--- src/rtl/midi_pkg.sv ---
`default_nettype none
// ============================================================================
//  Module      : midi_pkg
//  Description : Shared MIDI constants, parser state type and message-length
//                helper used by the input parser and the status decoder.
//  Revision    : 1.0 - initial release
// ============================================================================
package midi_pkg;

    localparam logic [3:0] NOTE_OFF = 4'h8;
    localparam logic [3:0] NOTE_ON  = 4'h9;
    localparam logic [3:0] POLY_AT  = 4'hA;
    localparam logic [3:0] CTRL     = 4'hB;
    localparam logic [3:0] PRG      = 4'hC;
    localparam logic [3:0] CH_AT    = 4'hD;
    localparam logic [3:0] PITCH    = 4'hE;
    localparam logic [3:0] SYS      = 4'hF;

    localparam logic [7:0] SYSEX_START = 8'hF0;
    localparam logic [7:0] SYSEX_END   = 8'hF7;
    localparam logic [7:0] RT_MIN      = 8'hF8;

    typedef enum logic [1:0] {
        ST_IDLE    = 2'd0,
        ST_WAIT_D1 = 2'd1,
        ST_WAIT_D2 = 2'd2,
        ST_SYSEX   = 2'd3
    } parser_state_t;

    // Number of data bytes that follow a status byte (0 for anything without a fixed payload).
    function automatic logic [1:0] data_len(input logic [7:0] status);
        logic [1:0] len;
        len = 2'd0;
        case (status[7:4])
            NOTE_OFF, NOTE_ON, POLY_AT, CTRL, PITCH: len = 2'd2;
            PRG, CH_AT:                              len = 2'd1;
            SYS: begin
                case (status[3:0])
                    4'h1, 4'h3: len = 2'd1;
                    4'h2:       len = 2'd2;
                    default:    len = 2'd0;
                endcase
            end
            default: len = 2'd0;
        endcase
        return len;
    endfunction

endpackage
`default_nettype wire

--- src/rtl/midi_timeout_cnt.sv ---
`default_nettype none
// ============================================================================
//  Module      : midi_timeout_cnt
//  Description : Saturating cycle counter with synchronous clear and an
//                expiry flag once LIMIT-1 is reached (LIMIT of 0 disables).
//  Revision    : 1.0 - initial release
// ============================================================================
module midi_timeout_cnt
    import midi_pkg::*;
#(
    parameter int               WIDTH = 16,
    parameter logic [WIDTH-1:0] LIMIT = '0
) (
    input  logic clk,
    input  logic rst,
    input  logic clear,
    input  logic enable,
    output logic expired
);

    localparam logic [WIDTH-1:0] c_one  = {{(WIDTH-1){1'b0}}, 1'b1};
    localparam logic [WIDTH-1:0] c_last = LIMIT - c_one;

    logic [WIDTH-1:0] r_count;

    always_ff @(posedge clk) begin
        if (rst) begin
            r_count <= '0;
        end else if (clear) begin
            r_count <= '0;
        end else if (enable && (r_count != '1)) begin
            r_count <= r_count + c_one;
        end
    end

    assign expired = (LIMIT != '0) && (r_count >= c_last);

endmodule
`default_nettype wire

--- src/rtl/midi_in_parser.sv ---
`default_nettype none
// ============================================================================
//  Module      : midi_in_parser
//  Description : Assembles MIDI messages from received bytes with running
//                status, real-time pass-through and sysex payload streaming.
//  Revision    : 1.0 - initial release
// ============================================================================
module midi_in_parser
    import midi_pkg::*;
#(
    parameter logic [15:0] TIMEOUT_CYCLES = 16'd50000
) (
    input  logic       reg_clk,
    input  logic       reset,
    input  logic       byte_ready,
    input  logic [7:0] cur_byte,
    output logic [7:0] cur_status,
    output logic [6:0] databyte_1,
    output logic [6:0] databyte_2,
    output logic       msg_valid,
    output logic       rt_valid,
    output logic [7:0] rt_byte,
    output logic       sysex_active,
    output logic       sysex_valid,
    output logic [6:0] sysex_byte,
    output logic       timeout_err
);

    parser_state_t r_state, w_state_nx;
    logic [7:0] r_status, w_status_nx;
    logic [1:0] r_len, w_len_nx;
    logic [6:0] r_hold, w_hold_nx;
    logic [6:0] r_db1, w_db1_nx;
    logic [6:0] r_db2, w_db2_nx;
    logic       r_msg, w_msg_nx;
    logic       r_rt, w_rt_nx;
    logic [7:0] r_rtb, w_rtb_nx;
    logic       r_sxa, w_sxa_nx;
    logic       r_sxv, w_sxv_nx;
    logic [6:0] r_sxb, w_sxb_nx;
    logic       r_terr, w_terr_nx;
    logic       r_clr_pend, w_clr_nx;
    logic       w_cnt_clear;
    logic       w_cnt_en;
    logic       w_expired;
    logic       w_sys_msg;

    assign w_sys_msg = (r_status[7:4] == SYS);
    assign w_cnt_en  = (r_state == ST_WAIT_D2);

    midi_timeout_cnt #(
        .WIDTH (16),
        .LIMIT (TIMEOUT_CYCLES)
    ) u_timeout (
        .clk     (reg_clk),
        .rst     (reset),
        .clear   (w_cnt_clear),
        .enable  (w_cnt_en),
        .expired (w_expired)
    );

    always_ff @(posedge reg_clk) begin
        if (reset) begin
            r_state    <= ST_IDLE;
            r_status   <= 8'h00;
            r_len      <= 2'd0;
            r_hold     <= 7'd0;
            r_db1      <= 7'd0;
            r_db2      <= 7'd0;
            r_msg      <= 1'b0;
            r_rt       <= 1'b0;
            r_rtb      <= 8'h00;
            r_sxa      <= 1'b0;
            r_sxv      <= 1'b0;
            r_sxb      <= 7'd0;
            r_terr     <= 1'b0;
            r_clr_pend <= 1'b0;
        end else begin
            r_state    <= w_state_nx;
            r_status   <= w_status_nx;
            r_len      <= w_len_nx;
            r_hold     <= w_hold_nx;
            r_db1      <= w_db1_nx;
            r_db2      <= w_db2_nx;
            r_msg      <= w_msg_nx;
            r_rt       <= w_rt_nx;
            r_rtb      <= w_rtb_nx;
            r_sxa      <= w_sxa_nx;
            r_sxv      <= w_sxv_nx;
            r_sxb      <= w_sxb_nx;
            r_terr     <= w_terr_nx;
            r_clr_pend <= w_clr_nx;
        end
    end

    always_comb begin
        w_state_nx  = r_state;
        // System-common status is shown with its msg_valid and dropped one cycle later.
        w_status_nx = r_clr_pend ? 8'h00 : r_status;
        w_len_nx    = r_len;
        w_hold_nx   = r_hold;
        w_db1_nx    = r_db1;
        w_db2_nx    = r_db2;
        w_msg_nx    = 1'b0;
        w_rt_nx     = 1'b0;
        w_rtb_nx    = r_rtb;
        w_sxa_nx    = r_sxa;
        w_sxv_nx    = 1'b0;
        w_sxb_nx    = r_sxb;
        w_terr_nx   = 1'b0;
        w_clr_nx    = 1'b0;
        w_cnt_clear = 1'b0;

        if (byte_ready && (cur_byte >= RT_MIN)) begin
            w_rt_nx  = 1'b1;
            w_rtb_nx = cur_byte;
        end else if (byte_ready) begin
            w_cnt_clear = 1'b1;
            if (!cur_byte[7]) begin
                case (r_state)
                    ST_SYSEX: begin
                        w_sxv_nx = 1'b1;
                        w_sxb_nx = cur_byte[6:0];
                    end
                    ST_WAIT_D1: begin
                        if (r_len == 2'd1) begin
                            w_db1_nx   = cur_byte[6:0];
                            w_db2_nx   = 7'd0;
                            w_msg_nx   = 1'b1;
                            w_state_nx = w_sys_msg ? ST_IDLE : ST_WAIT_D1;
                            w_clr_nx   = w_sys_msg;
                        end else begin
                            w_hold_nx  = cur_byte[6:0];
                            w_state_nx = ST_WAIT_D2;
                        end
                    end
                    ST_WAIT_D2: begin
                        w_db1_nx   = r_hold;
                        w_db2_nx   = cur_byte[6:0];
                        w_msg_nx   = 1'b1;
                        w_state_nx = w_sys_msg ? ST_IDLE : ST_WAIT_D1;
                        w_clr_nx   = w_sys_msg;
                    end
                    default: ;
                endcase
            end else if (cur_byte < SYSEX_START) begin
                w_status_nx = cur_byte;
                w_len_nx    = data_len(cur_byte);
                w_state_nx  = ST_WAIT_D1;
                w_sxa_nx    = 1'b0;
            end else begin
                case (cur_byte)
                    SYSEX_START: begin
                        w_status_nx = cur_byte;
                        w_sxa_nx    = 1'b1;
                        w_state_nx  = ST_SYSEX;
                    end
                    SYSEX_END: begin
                        if (r_state == ST_SYSEX) begin
                            w_status_nx = 8'h00;
                            w_sxa_nx    = 1'b0;
                            w_state_nx  = ST_IDLE;
                        end
                    end
                    8'hF1, 8'hF2, 8'hF3: begin
                        w_status_nx = cur_byte;
                        w_len_nx    = data_len(cur_byte);
                        w_state_nx  = ST_WAIT_D1;
                        w_sxa_nx    = 1'b0;
                    end
                    8'hF6: begin
                        w_status_nx = cur_byte;
                        w_db1_nx    = 7'd0;
                        w_db2_nx    = 7'd0;
                        w_msg_nx    = 1'b1;
                        w_clr_nx    = 1'b1;
                        w_state_nx  = ST_IDLE;
                        w_sxa_nx    = 1'b0;
                    end
                    default: ;
                endcase
            end
        end else if ((r_state == ST_WAIT_D2) && w_expired) begin
            w_terr_nx  = 1'b1;
            w_state_nx = ST_WAIT_D1;
        end
    end

    assign cur_status   = r_status;
    assign databyte_1   = r_db1;
    assign databyte_2   = r_db2;
    assign msg_valid    = r_msg;
    assign rt_valid     = r_rt;
    assign rt_byte      = r_rtb;
    assign sysex_active = r_sxa;
    assign sysex_valid  = r_sxv;
    assign sysex_byte   = r_sxb;
    assign timeout_err  = r_terr;

endmodule
`default_nettype wire

--- config.mk ---
export PLATFORM = sky130hd
export DESIGN_NAME = midi_in_parser
export DESIGN_NICKNAME = d
export VERILOG_FILES = /design/src/rtl/midi_pkg.sv /design/src/rtl/midi_timeout_cnt.sv /design/src/rtl/midi_in_parser.sv
export SDC_FILE = /design/constraint.sdc
export NUM_CORES = 1
export LEC_CHECK = 0
export BUFFER_PORTS_ARGS = -buffer_cell sky130_fd_sc_hd__buf_2
export CAP_MARGIN = 5
export CORE_MARGIN = 5
export CORE_UTILIZATION = 45
export CTS_BUF_LIST = sky130_fd_sc_hd__clkbuf_4
export DETAILED_ROUTE_END_ITERATION = 8
export PLACE_DENSITY = 0.66
export SYNTH_ARGS = -nofsm -noshare
export SYNTH_HDL_FRONTEND = slang
export SYNTH_SLANG_ARGS = --single-unit
--- constraint.sdc ---
create_clock -name reg_clk -period 3.6 [get_ports reg_clk]
set_input_delay 0.72 -clock reg_clk [delete_from_list [all_inputs] [get_ports reg_clk]]
set_output_delay 0.72 -clock reg_clk [all_outputs]
set_load 0.01 [all_outputs]
Word-level counts from Yosys, hierarchy flattened

Index checks and enable logic that the tools add are counted.

Register bits after elaboration: 70
Input bits: 11
Output and inout bits: 42

Equality and inequality tests: 30
Magnitude comparators: 3
Mux-type cells: 44
Add/sub/neg operators: 1
Bitwise operators: 4
Reduce and logical (&&, ||, !) cells: 23

Operators by type and width:

| operator                                                                | count |
|---|---|
| 8-bit equality test, second input constant                              | 6 |
| 8-bit two-way mux                                                       | 6 |
| 7-bit two-way mux                                                       | 6 |
| 4-bit equality test, second input constant                              | 9 |
| 7-bit one-hot mux with 2 select lines                                   | 2 |
| 16-bit by 1-bit adder with 16-bit output, second input constant         | 1 |
| 16-bit >= comparator, second input constant                             | 1 |
| 2-bit two-way mux                                                       | 8 |
| 16-bit inequality test, second input constant                           | 1 |
| 8-bit one-hot mux with 2 select lines                                   | 1 |
| 5-bit AND reduction                                                     | 3 |
| 1-bit two-way mux                                                       | 14 |
| 5-bit OR reduction                                                      | 2 |
| 3-bit OR reduction                                                      | 3 |
| 4-bit by 2-bit equality test with 1-bit output, second input constant   | 2 |
| 8-bit >= comparator, second input constant                              | 1 |
| 8-bit less-than comparator, second input constant                       | 1 |
| 2-bit one-hot mux with 2 select lines                                   | 2 |
| 2-bit one-hot mux with 4 select lines                                   | 1 |
| 4-bit AND reduction                                                     | 2 |
| 4-bit OR reduction                                                      | 2 |
| 7-bit by 2-bit inequality test with 1-bit output, second input constant | 1 |
| 3-bit inequality test, second input constant                            | 2 |
| 2-bit one-hot mux with 3 select lines                                   | 1 |
| other kinds (16)                                                        | 27 |

Longest topological paths before layout

Gate-level depths: netlist of run 1.

Depth after elaboration: 7
Depth in mapped cells: 8
Mapped depth without buffers: 6

Modules after synthesis

From an unflattened synthesis of run 1, not the netlist that was laid out.

Cells, all modules: 354
Area, all modules: 3253.1 um2

By module, submodules not included:

| module           | cells each | area an instance (um2) | instances | seq. area each (um2) |
|---|---|---|---|---|
| midi_in_parser   | 253        | 2364.8                 | 1         | 1081.0 |
| midi_timeout_cnt | 101        | 888.4                  | 1         | 320.3 |

Least setup slack after synthesis of run 1

No wires, ideal clock.

Kind: input-to-reg
Start point: in cur_byte[6]
End point: reg r_db2[0], in the netlist databyte_2[0]
Library setup time: 72 ps
Cell stages on the path: 6
Buffers on the path: 2
Arrival time: 1863 ps
Slack: 1665 ps
Cells stage by stage: buf_6 -> nand4_4 -> or3_4 -> a21oi_4 -> buf_6 -> mux2i_1

Longest elaborated chain between the ends: 4
Elaborated cells on any way between the ends: 8
Classes of those cells: order compare: 2; eq/ne: 3; bitwise: 1; reduce/logical: 2

Ends and longest elaborated chain:

| element                                                                            | RTL line             | text |
|---|---|---|
| start: declaration                                                                 | midi_in_parser.sv:16 | `input logic [7:0] cur_byte,` |
| parallel branches: the longest is 3 deep, another holds 8-bit less-than comparator | --                   |  |
| 6-bit AND reduction (no source line) *                                             | --                   |  |
| end signal: assignment                                                             | midi_in_parser.sv:84 | `r_db2 <= w_db2_nx;` |
| end: declaration                                                                   | midi_in_parser.sv:34 | `logic [6:0] r_db2, w_db2_nx;` |

Every way passes the cells marked *.
A chain may end at the register's enable or synchronous reset.

Worst setup path after layout of run 1

Start point: reg r_state[0]
End point: reg u_timeout.r_count[10]

Longest elaborated chain between the ends: 2

Ends and longest elaborated chain:

| element                  | RTL line               | text |
|---|---|---|
| start: declaration       | midi_in_parser.sv:29   | `parser_state_t r_state, w_state_nx;` |
| start signal: assignment | midi_in_parser.sv:79   | `r_state <= w_state_nx;` |
| 2-bit equality test      | midi_in_parser.sv:49   | `assign w_cnt_en = (r_state == ST_WAIT_D2);` |
| 1-bit logical AND        | midi_timeout_cnt.sv:31 | `end else if (enable && (r_count != '1)) begin` |
| end signal: assignment   | midi_timeout_cnt.sv:32 | `r_count <= r_count + c_one;` |
| end: declaration         | midi_timeout_cnt.sv:24 | `logic [WIDTH-1:0] r_count;` |

No other way between the ends.

==> results.md, run 1 <==
- Largest area contributor in the netlist: dfxtp_1
- FF+latch count, synth: 70
- Worst Tran Pin Value: 0.6651 ns
- Min-Delay Path Class: flop to flop
- Reg2reg end: u_timeout.r_count[10]
- Post-synth ARST share: 0%
- IO buf count: 52
- Post-route ant nets: 0
- Mapped Area: between 0.003 and 0.004 mm2
- RSZ-0062 raised after global routing: false
- Largest net degree at the start of global routing: 42
- Simple-gate share of the synthesized area: around a quarter
- Die footprint: 0.009194 mm2
- Placed cell count: 497
- Final hold viol count: 0
- GRT Total Usage: 18.80%
- Mux contribution to synthesized area: 12.06%
- Kind of critical path: flop to flop
- Drt pass-1 iters: 5
- Die extent in x: 95.89 um
- Setup-failing EPs final: 0
- Crit. Startpoint: r_state[0]
- Gate power share: under 10%
- H-tree levels: 3
- Post-CTS Setup Bufs: 0
- Status: finished, final reports clean
- First-pass GRT wire length: between 10,000 and 15,000 um
- Post-Synth Adder-Cell Area: 1.508%
- Non-Filler Instances: just over 500
- CTS clk-pin slew, worst paths: around 0.12 ns
- Final worst path period need: 1.983 ns
- Startpoint Class: flop
- Core footprint: 0.007214 mm2
- CP peak stage delay: 0.48 ns
- Max IR drop VDD: about 0.27 mV
- Sequential fraction of the synthesis area: a little over two fifths
- Initial Util: between 40% and 50%
- Synth Area in XOR/XNOR: 0%
- Antenna violations before repair: 0
- Cell family with most CP delay: simple AND/OR/NAND/NOR gates
- Placed Area: 0.003608 mm2
- Final Cycle Share: 55.08%
- WP data required: between 3 and 4 ns
- Nets@finish: approximately 420
- CP cell instances: inv_1, ha_1, buf_4, and4_1, nand2_1, or4_1, a21oi_1
- R2R depth: 7
- Crit-path slowest cell: or4_1
- Pwr dens: 395.0 mW/mm2
- Drt total wl: 8102 um
- Min-delay src: databyte_2[4]
- Hold Crit Depth: 2
- CP bufs+invs: 2
- Worst slew margin: 55.46%
- Largest family of logic cells by synthesized area: simple AND/OR/NAND/NOR gates
- Skew final: 0.01391 ns
- Worst setup EP type: flop
- Clock power share: 38.7%
- Hold_buf cts: 0
- Sequential group share of total power: 53.2%
- Crit path DAT: 2.33 ns
- GRT Residual Overflow: 0
- Synth warnings: 0
- MaxCap Viol Count: 0
- Clock sinks: 70
- Net Sw Frac: 25.53%
- Deepest clock path buffer count: 2
- Cell variety after synth: 53
- Post_cts resized: 0
- Compound-gate portion of the synthesized area: 14.96%
- Clock root buffer master: clkbuf_4
- Die Ht: 95.89 um
- Cells after synthesis: ~370
- Finished layout cell area: 0.003774 mm2
- NetSw: between 0.0003 and 0.0004 W
- Reg area: 0.001401 mm2
- # DRC: 0
- Top area cells in the synthesized netlist: dfxtp_1 (42%), mux2i_1 (12%), nor2_1 (4.2%)
- Yosys top cell area share: 42.22%
- Static leakage: roughly 1.5 nW
- Rows: 31
- Vias per cell: between 5 and 6
- Worst Hold Path EP: databyte_2[4]
- Launch point of the worst reg-to-reg path: r_state[0]
- DRT iter0 DRCs: 186
- N_diodes: 0
- Most used DFF post-synth: dfxtp_1
- R2R setup slack: 1.62 ns
- Multi-input gate area: 0.001737 mm2
- Worst-Skew Late Latency: 0.42 ns
- CTS tree: done
- Fmax: 0.5044 GHz
- WL/cell: 15.79 um
- IO Count: 53
- DP HPWL: 5770 um
- Syn Nets: 382
- Final GP Congestion: approximately 0.85
- EDFF count, synth: 0
- FILL cells: ~730
- Post-route setup TNS: 0 ns
- Syn-to-layout area delta: 13.68%
- CP max FO: 19
- Worst hold margin: 0.4687 ns
- Mapped Avg Cell Area: 9.045 um2
- Vias in the first global route: 2,711
- Cell Int Power: 0.001110 W
- DR vias: 2,859
- Final Max Tran Viols: 0
- TritonCTS Buffers: 9
- Share of cells above drive strength 1: 19.32%
## stage by stage
step	total power (W)	setup slack, ns	util [%]
2_1_floorplan	0.0008971	1.665	-
3_3_place_gp	0.0009296	1.321	50.02
3_5_place_dp	0.0009315	1.246	50.02
4_1_cts	0.001514	1.621	52.31
5_1_grt	0.001563	1.451	52.31
6_report	0.001491	1.617	52.31
## flip-flops by register name, summed over array words and instances (netlist names)
| name | flops |
|---|---|
| sysex_valid | 1 |
| databyte_1 | 7 |
| msg_valid | 1 |
| timeout_err | 1 |
| sysex_byte | 7 |
| rt_byte | 8 |
| cur_status | 8 |
| rt_valid | 1 |
| r_clr_pend | 1 |
| r_len | 2 |
| sysex_active | 1 |
| r_state | 2 |
| databyte_2 | 7 |
| r_hold | 7 |
| u_timeout.r_count | 16 |
## worst max path at each step
stage                            end  slack (ns)  cells after the start
2_1_floorplan          databyte_2[0]        1.66                      6
3_3_place_gp           databyte_2[2]        1.32                      5
3_5_place_dp           databyte_2[2]        1.25                      5
4_1_cts        u_timeout.r_count[10]        1.62                      7
5_1_grt        u_timeout.r_count[10]        1.45                      7
6_report       u_timeout.r_count[10]        1.62                      7
## layout make-up
type | instances | share of cell area [%]
well taps | 99 | 3.282
clock buffers | 9 | 1.790
repair buffers | 56 | 7.692
clock inverters | 7 | 2.586
inverters | 15 | 1.492
flip-flops and latches | 70 | 37.14
multi-input cells | 257 | 46.02
## worst reg2reg max path: stages (launching register included)
cell and delay [ns]:
dfxtp_1 0.35, inv_1 0.08, ha_1 0.14, buf_4 0.25, and4_1 0.33, nand2_1 0.13
or4_1 0.48, a21oi_1 0.16
## power by group through the flow
stage	Sequential (W)	Clock (W)	Combinational (W)
after detailed placement	0.000811	0	0.000121
after CTS	0.000793	0.000599	0.000121
after global placement	0.000810	0	0.000119
after floorplan	0.000813	0	0.0000846
after global routing	0.000795	0.000634	0.000134
final	0.000793	0.000577	0.000121
## layout by cell type, fill, tap and decap left out, types with 8 or more instances in the layout
cell and instances:
a21oi_1 15, buf_2 52, clkbuf_4 9, dfxtp_1 70, inv_1 14, mux2i_1 40, nand2_1 25, nand3_1 26
nand3b_1 10, nor2_1 37, nor2b_1 10, nor3_1 8, o21ai_0 9, o32ai_1 8
## cell families (layout without fill, tap and decap cells)
kind of cell / count (synthesis) / after routing
simple gates: 146 / 146
flops: 70 / 70
compound gates: 67 / 67
mux: 40 / 40
buf+inv: 40 / 87
fa+ha+maj: 4 / 4
## synth_stat cells (2+ instances only)
cell	n
a21oi_1	15
buf_6	2
mux2i_1	40
nand3b_1	10
inv_1	14
nand4b_1	3
or4_1	2
o211a_1	4
nor2b_1	10
nor2_1	37
a211oi_1	4
and4_1	4
nor3_1	8
nand4_1	5
nand2_1	25
nand2b_1	2
nand4_4	2
o31ai_1	3
clkbuf_1	8
a22o_1	6
o32ai_1	8
nand3_1	26
and3_1	3
buf_2	13
o21ai_0	9
dfxtp_1	70
buf_1	2
o211ai_1	3
nor4_1	2
ha_1	4
## layer usage
| metal | global-route usage, % | wire, um | up-vias |
|---|---|---|---|
| met5 | 0 | 0 | - |
| met4 | 6.754 | 86 | 0 |
| met3 | 5.238 | 482 | 8 |
| met2 | 30.17 | 3953 | 80 |
| met1 | 24.12 | 3580 | 1358 |
| li1 | - | - | 1413 |
No activity file was read; power rests on OpenSTA's default activity.
==> run 2: changes to the inputs <==
--- a/config.mk
+++ b/config.mk
@@ -11,7 +11,7 @@
 export CORE_UTILIZATION = 45
 export CTS_BUF_LIST = sky130_fd_sc_hd__clkbuf_4
 export DETAILED_ROUTE_END_ITERATION = 8
-export PLACE_DENSITY = 0.66
+export PLACE_DENSITY = 0.68
 export SYNTH_ARGS = -nofsm -noshare
 export SYNTH_HDL_FRONTEND = slang
 export SYNTH_SLANG_ARGS = --single-unit
==> constraint.sdc (replaced) <==
create_clock -name reg_clk -period 1.7 [get_ports reg_clk]
set_input_delay 0.34 -clock reg_clk [delete_from_list [all_inputs] [get_ports reg_clk]]
set_output_delay 0.34 -clock reg_clk [all_outputs]
set_load 0.01 [all_outputs]
==> run 2 against run 1 <==
Net effect:
- power rose by 110%
- clock-buffer cell count rose by 1
- die area did not move
- fmax rose by 23%
- cell count rose by 6.2%
- sequential cell count did not move
- combinational power rose to 2.6 times the previous value
- clock skew barely moved
- utilization rose by 4.4 points
- worst setup slack got worse by 1.5 ns
- critical path depth did not move
- highest routed layer unchanged
==> results.md, run 2 (same netlist as run 1, synthesis figures left out) <==
- Final hold viol count: 0
- Worst setup EP type: flop
- Initial Util: between 40% and 50%
- # DRC: 0
- Clock sinks: 70
- DP HPWL: 6061 um
- RSZ-0062 raised after global routing: true
- Launch point of the worst reg-to-reg path: r_state[1]
- Drt pass-1 iters: 4
- Hold Crit Depth: 2
- Non-Filler Instances: 545
- Hold_buf cts: 0
- Core footprint: 0.007214 mm2
- Min-delay src: reset
- Largest register FFs: 16
- Post-CTS Setup Bufs: 0
- Commonest non-fill, non-tap cells in the layout: dfxtp_1 (63), buf_2 (52), mux2i_1 (40), nor2_1 (37), buf_4 (35)
- IO Count: 53
- Static leakage: 1.682 nW
- Status: finished, final reports clean
- Syn-to-layout area delta: 23.22%
- Deepest clock path buffer count: 2
- Reg2reg end: databyte_1[5]
- Largest net degree at the start of global routing: 28
- Final Max Tran Viols: 0
- Max IR drop VDD: between 0.6 and 0.7 mV
- Final GP Congestion: 0.8791
- Final Cycle Share: 94.92%
- R2R setup slack: 0.09 ns
- Die extent in x: 95.89 um
- Share of cells above drive strength 1: between 20% and 30%
- Final worst path period need: ~1.6 ns
- N_diodes: 0
- MaxCap Viol Count: 0
- Worst Tran Pin Value: roughly 0.42 ns
- Antenna violations before repair: 0
- CTS clk-pin slew, worst paths: 0.12 ns
- Pwr Total: 0.003087 W
- Crit path DAT: 1.94 ns
- TritonCTS Buffers: 9
- Drt total wl: 8362 um
- Die Ht: 95.89 um
- Placed Area: approximately 0.0039 mm2
- GRT Residual Overflow: 0
- Final Util: 56.69%
- Pwr dens: 754.7 mW/mm2
- Worst slew margin: a little under three quarters
- CP max FO: 14
- Finished layout cell area: 0.004090 mm2
- Skew final: 0.01355 ns
- Min-Delay Path Class: primary input to flop
- IO buf count: 52
- Placed cell count: 529
- Worst-Skew Late Latency: 0.42 ns
- Top reg by flops: u_timeout.r_count
- Setup-failing EPs final: 0
- WP data required: 2.03 ns
- WL/cell: 15.34 um
- DRT iter0 DRCs: 119
- Die footprint: 0.009194 mm2
- Fmax: 0.6197 GHz
- Startpoint Class: flop
- Nets@finish: 456
- Post-route ant nets: 0
- Vias in the first global route: around 2,900
- Worst Hold Path EP: r_len[0]
- DR vias: 2,970
- Clock root buffer master: clkbuf_4
- GRT Total Usage: about 19%
- Kind of critical path: flop to flop
- R2R depth: 7
- H-tree levels: 3
- Vias per cell: 5.450
- Most common cell after layout, fill and taps aside: dfxtp_1
- CTS tree: done
- First-pass GRT wire length: 13,750 um
- Rows: 31
-- run 2: stage by stage --
step	TNS, ns	setup slack, ns	hold slack, ns
final	0	0.08628	0.2106
after global routing	-0.05631	-0.01922	0.1776
after CTS	0	0.02433	0.1826
after detailed placement	0	0.01335	0.4488
after global placement	0	0.04614	0.4463
after floorplan	0	0.05019	0.4582
-- run 2: critical path, stage by stage (launching register included) --
cell	delay [ns]
dfxtp_2	0.37
inv_1	0.07
ha_2	0.20
and3b_2	0.26
o21ai_4	0.15
a21oi_4	0.08
buf_12	0.17
o32ai_1	0.22
-- run 2: repair_timing --
item	4_1_cts	5_1_grt
resized for setup	2	19
pin swaps	0	2
endpoints found under the setup margin	2	30
gates cloned	0	0
-- run 2: area by class of cell --
cell class	count	area [um2]
clock inverter	6	71.32
inverter	15	56.30
tap	99	123.9
timing repair buffer	88	543.0
clock buffer	10	75.07
sequential	70	1410
multi-input combinational	257	1810
fill	691	3124
-- run 2: worst max-delay path by stage --
stage | from | to | slack [ns]
6_report | r_state[1] | databyte_1[5] | 0.09
5_1_grt | r_state[1] | databyte_2[5] | -0.02
4_1_cts | r_state[0] | u_timeout.r_count[10] | 0.02
3_5_place_dp | r_state[0] | databyte_1[5] | 0.01
3_3_place_gp | cur_byte[7] | cur_status[3] | 0.05
2_1_floorplan | r_state[0] | u_timeout.r_count[10] | 0.05
-- run 2: power breakdown --
part | switching, W | internal, W
Clock | 0.000622 | 0.000474
Sequential | 0.0000159 | 0.00166
Combinational | 0.000188 | 0.000122
Total | 0.000826 | 0.00226
-- run 2: routing by layer --
layer	vias to the layer above	track usage [%]	wire, um
met5	-	0	0
met4	0	5.213	93
met3	6	5.864	451
met2	79	32.89	4292
met1	1410	23.44	3525
li1	1475	-	-
==> run 3: changes to the inputs <==
--- a/config.mk
+++ b/config.mk
@@ -5,6 +5,7 @@
 export SDC_FILE = /design/constraint.sdc
 export NUM_CORES = 1
 export LEC_CHECK = 0
+export ABC_AREA = 1
 export BUFFER_PORTS_ARGS = -buffer_cell sky130_fd_sc_hd__buf_2
 export CAP_MARGIN = 5
 export CORE_MARGIN = 5
@@ -15,3 +16,4 @@
 export SYNTH_ARGS = -nofsm -noshare
 export SYNTH_HDL_FRONTEND = slang
 export SYNTH_SLANG_ARGS = --single-unit
+export TNS_END_PERCENT = 30
==> run 3 against run 2 <==
Net effect:
- sequential cell count stayed put
- worst setup slack improved by 0.018 ns
- utilization increased by 0.17 points
- clock-buffer cell count down 1
- wire length grew 2.9%
- clock skew up 0.00051 ns
- sequential power barely moved
- fmax increased by 1.1%
- non-clock buffer count shrank 1
- synthesized cell count rose by 28%
- final area rose by 1.4%
- global-route usage shrank 0.57 points
- critical path type unchanged
==> results.md, run 3 <==
- Status: finished, final reports clean
- Pwr Total: ~0.0032 W
- Static leakage: 1.825 nW
- Startpoint Class: flop
- DR vias: approximately 3,400
- CTS clk-pin slew, worst paths: 0.12 ns
- Sequential fraction of the synthesis area: 41.45%
- IO buf count: 52
- Skew final: 0.01406 ns
- RSZ-0062 raised after global routing: true
- Mapped Avg Cell Area: 7.208 um2
- Core footprint: 0.007292 mm2
- Most common cell in the netlist: nand2_1
- R2R setup slack: 0.10 ns
- DP HPWL: 6384 um
- Initial Util: between 40 and 50%
- # DRC: 0
- First-pass GRT wire length: 14,930 um
- CTS tree: done
- Share of cells above drive strength 1: 26.09%
- DRT iter0 DRCs: 204
- Final Max Tran Viols: 0
- Dpl ws: 0.02436 ns
- Post-synth ARST share: 0%
- Drt total wl: approximately 8600 um
- Min-Delay Path Class: primary input to flop
- Yosys top cell area share: roughly 41%
- N_diodes: 0
- Worst setup EP type: flop
- Final setup margin: 0.1042 ns
- Final Cycle Share: a little over nine tenths
- WP data required: 2.04 ns
- Fmax: roughly 0.63 GHz
- Top reg by flops: u_timeout.r_count
- Worst slew margin: roughly two thirds
- Die extent in x: 96.68 um
- Rows: 31
- Mapped Area: 0.003381 mm2
- Antenna violations before repair: 0
- Commonest non-fill, non-tap cells in the layout: nand2_1 (88), dfxtp_1 (67), a21oi_1 (63), buf_2 (52), nor2_1 (45)
- Clock sinks: 70
- Top area cells in the synthesized netlist: dfxtp_1 (41%), nand2_1 (10%), a21oi_1 (9.9%)
- Syn Nets: between 400 and 500
- IO Count: 53
- CP max FO: 8
- Nets@finish: 562
- Most common cell after layout, fill and taps aside: nand2_1
- Largest net degree at the start of global routing: 30
- Vias per cell: 5.238
- EDFF count, synth: 0
- Post-route ant nets: 0
- GRT Residual Overflow: 0
- Largest register FFs: 16
- FF+latch count, synth: 70
- Largest area contributor in the netlist: dfxtp_1
- Most used DFF post-synth: dfxtp_1
- Syn-to-layout area delta: 22.65%
- Pwr dens: 772.8 mW/mm2
- WL/cell: 13.21 um
- Synth warnings: 0
- Kind of critical path: flop to flop
- Cell variety after synth: 39
- Final GP Congestion: 0.8964
- Final worst path period need: 1.596 ns
- Die footprint: 0.009346 mm2
- Die Ht: between 90 and 100 um
- H-tree levels: 3
- TritonCTS Buffers: 9
- Hold_buf cts: 0
- Worst Tran Pin Value: slightly below 0.5 ns
- Most instantiated cells after synthesis: nand2_1 (91), dfxtp_1 (70), a21oi_1 (67)
- Crit path DAT: just under 2 ns
- Vias in the first global route: 3,230
- Clock root buffer master: clkbuf_4
- Drt pass-1 iters: 5
- Setup-failing EPs final: 0
- Cells after synthesis: 469
- MaxCap Viol Count: 0
- Worst-Skew Late Latency: 0.42 ns
- Max IR drop VDD: around 0.48 mV
- Deepest clock path buffer count: 2
- Final hold viol count: 0
- GRT Total Usage: 18.69%
==> run 3: cell types whose count changed after synthesis, sizes merged, moves of 5 or more <==
cell	delta
nor2b	-10
a22o	-6
nand2	+73
xor2	+5
inv	+31
o21ai	+20
o32ai	-8
nand3	+11
nor2	+16
a21oi	+54
mux2i	-40
nand3b	-7
==> run 3: worst max-delay path, cell delays in order, from the launching register on <==
cell	delay, ns
dfxtp_4	0.39
ha_4	0.14
nand3_2	0.09
nor2_4	0.14
inv_2	0.06
nor2_4	0.16
nand2_1	0.09
nand2_2	0.12
buf_6	0.13
o21ai_0	0.07
a21oi_1	0.14
==> run 3: final cells by class <==
class / instances / area [um2]
Clock buffer: 9 / 67.56
Clock inverter: 7 / 73.82
Fill cell: 729 / 3146
Inverter: 48 / 188.9
Multi-Input combinational cell: 331 / 1733
Sequential cell: 70 / 1408
Tap cell: 99 / 123.9
Timing Repair Buffer: 87 / 551.8
==> run 3: logic make-up (layout without fill, tap and decap cells) <==
group,count (synthesis),after routing,synth area share (%)
XOR/XNOR,8,8,2.073
AO/OA/AOI/OAI,109,109,17.21
buffers and inverters,68,151,9.252
AND/OR/NAND/NOR,210,210,28.53
flip-flops,70,70,41.45
adder cells (fa/ha/maj),4,4,1.480
==> run 3: power by group <==
group	switching (W)	internal, W	leakage [nW]	total (W)
combinational	0.000261	0.000157	1.18	0.000418
clock	0.000627	0.000453	0.0763	0.00108
sequential	0.0000249	0.00168	0.569	0.00171
==> run 3: path summary, 6_finish.rpt <==
path,start,to,cells after the start
worst max-delay path,u_timeout.r_count[0],u_timeout.r_count[6],10
worst min-delay path,reset,u_timeout.r_count[5],4
worst min register to register,rt_byte[5],rt_byte[5],2
worst max register to register,u_timeout.r_count[0],u_timeout.r_count[6],10
==> run 3: metal layers <==
| metal | GRT usage (%) | share of wire [%] |
|---|---|---|
| met1 | 24.96 | 48 |
| met2 | 30.04 | 46 |
| met3 | 4.317 | 4.7 |
| met4 | 5.508 | 1.0 |
| met5 | 0 | 0 |
==> run 3: metrics by stage <==
stage	area (um2)	hold WS (ns)	util, %	TNS, ns	instances
finish	4146	0.2228	56.86	0	651
global route	4146	0.2186	56.86	-0.07120	651
CTS	4070	0.2018	55.82	0	650
detailed placement	3916	0.4369	53.71	0	634
global placement	3916	0.4349	53.71	0	634
floorplan	3381	0.4266	-	0	469
==> run 3: repair_timing <==
action                                  4_1_cts  5_1_grt
endpoints found under the setup margin        4       28
pin swaps                                     0        4
gates resized for setup                       2       21
buffers inserted                              0        1
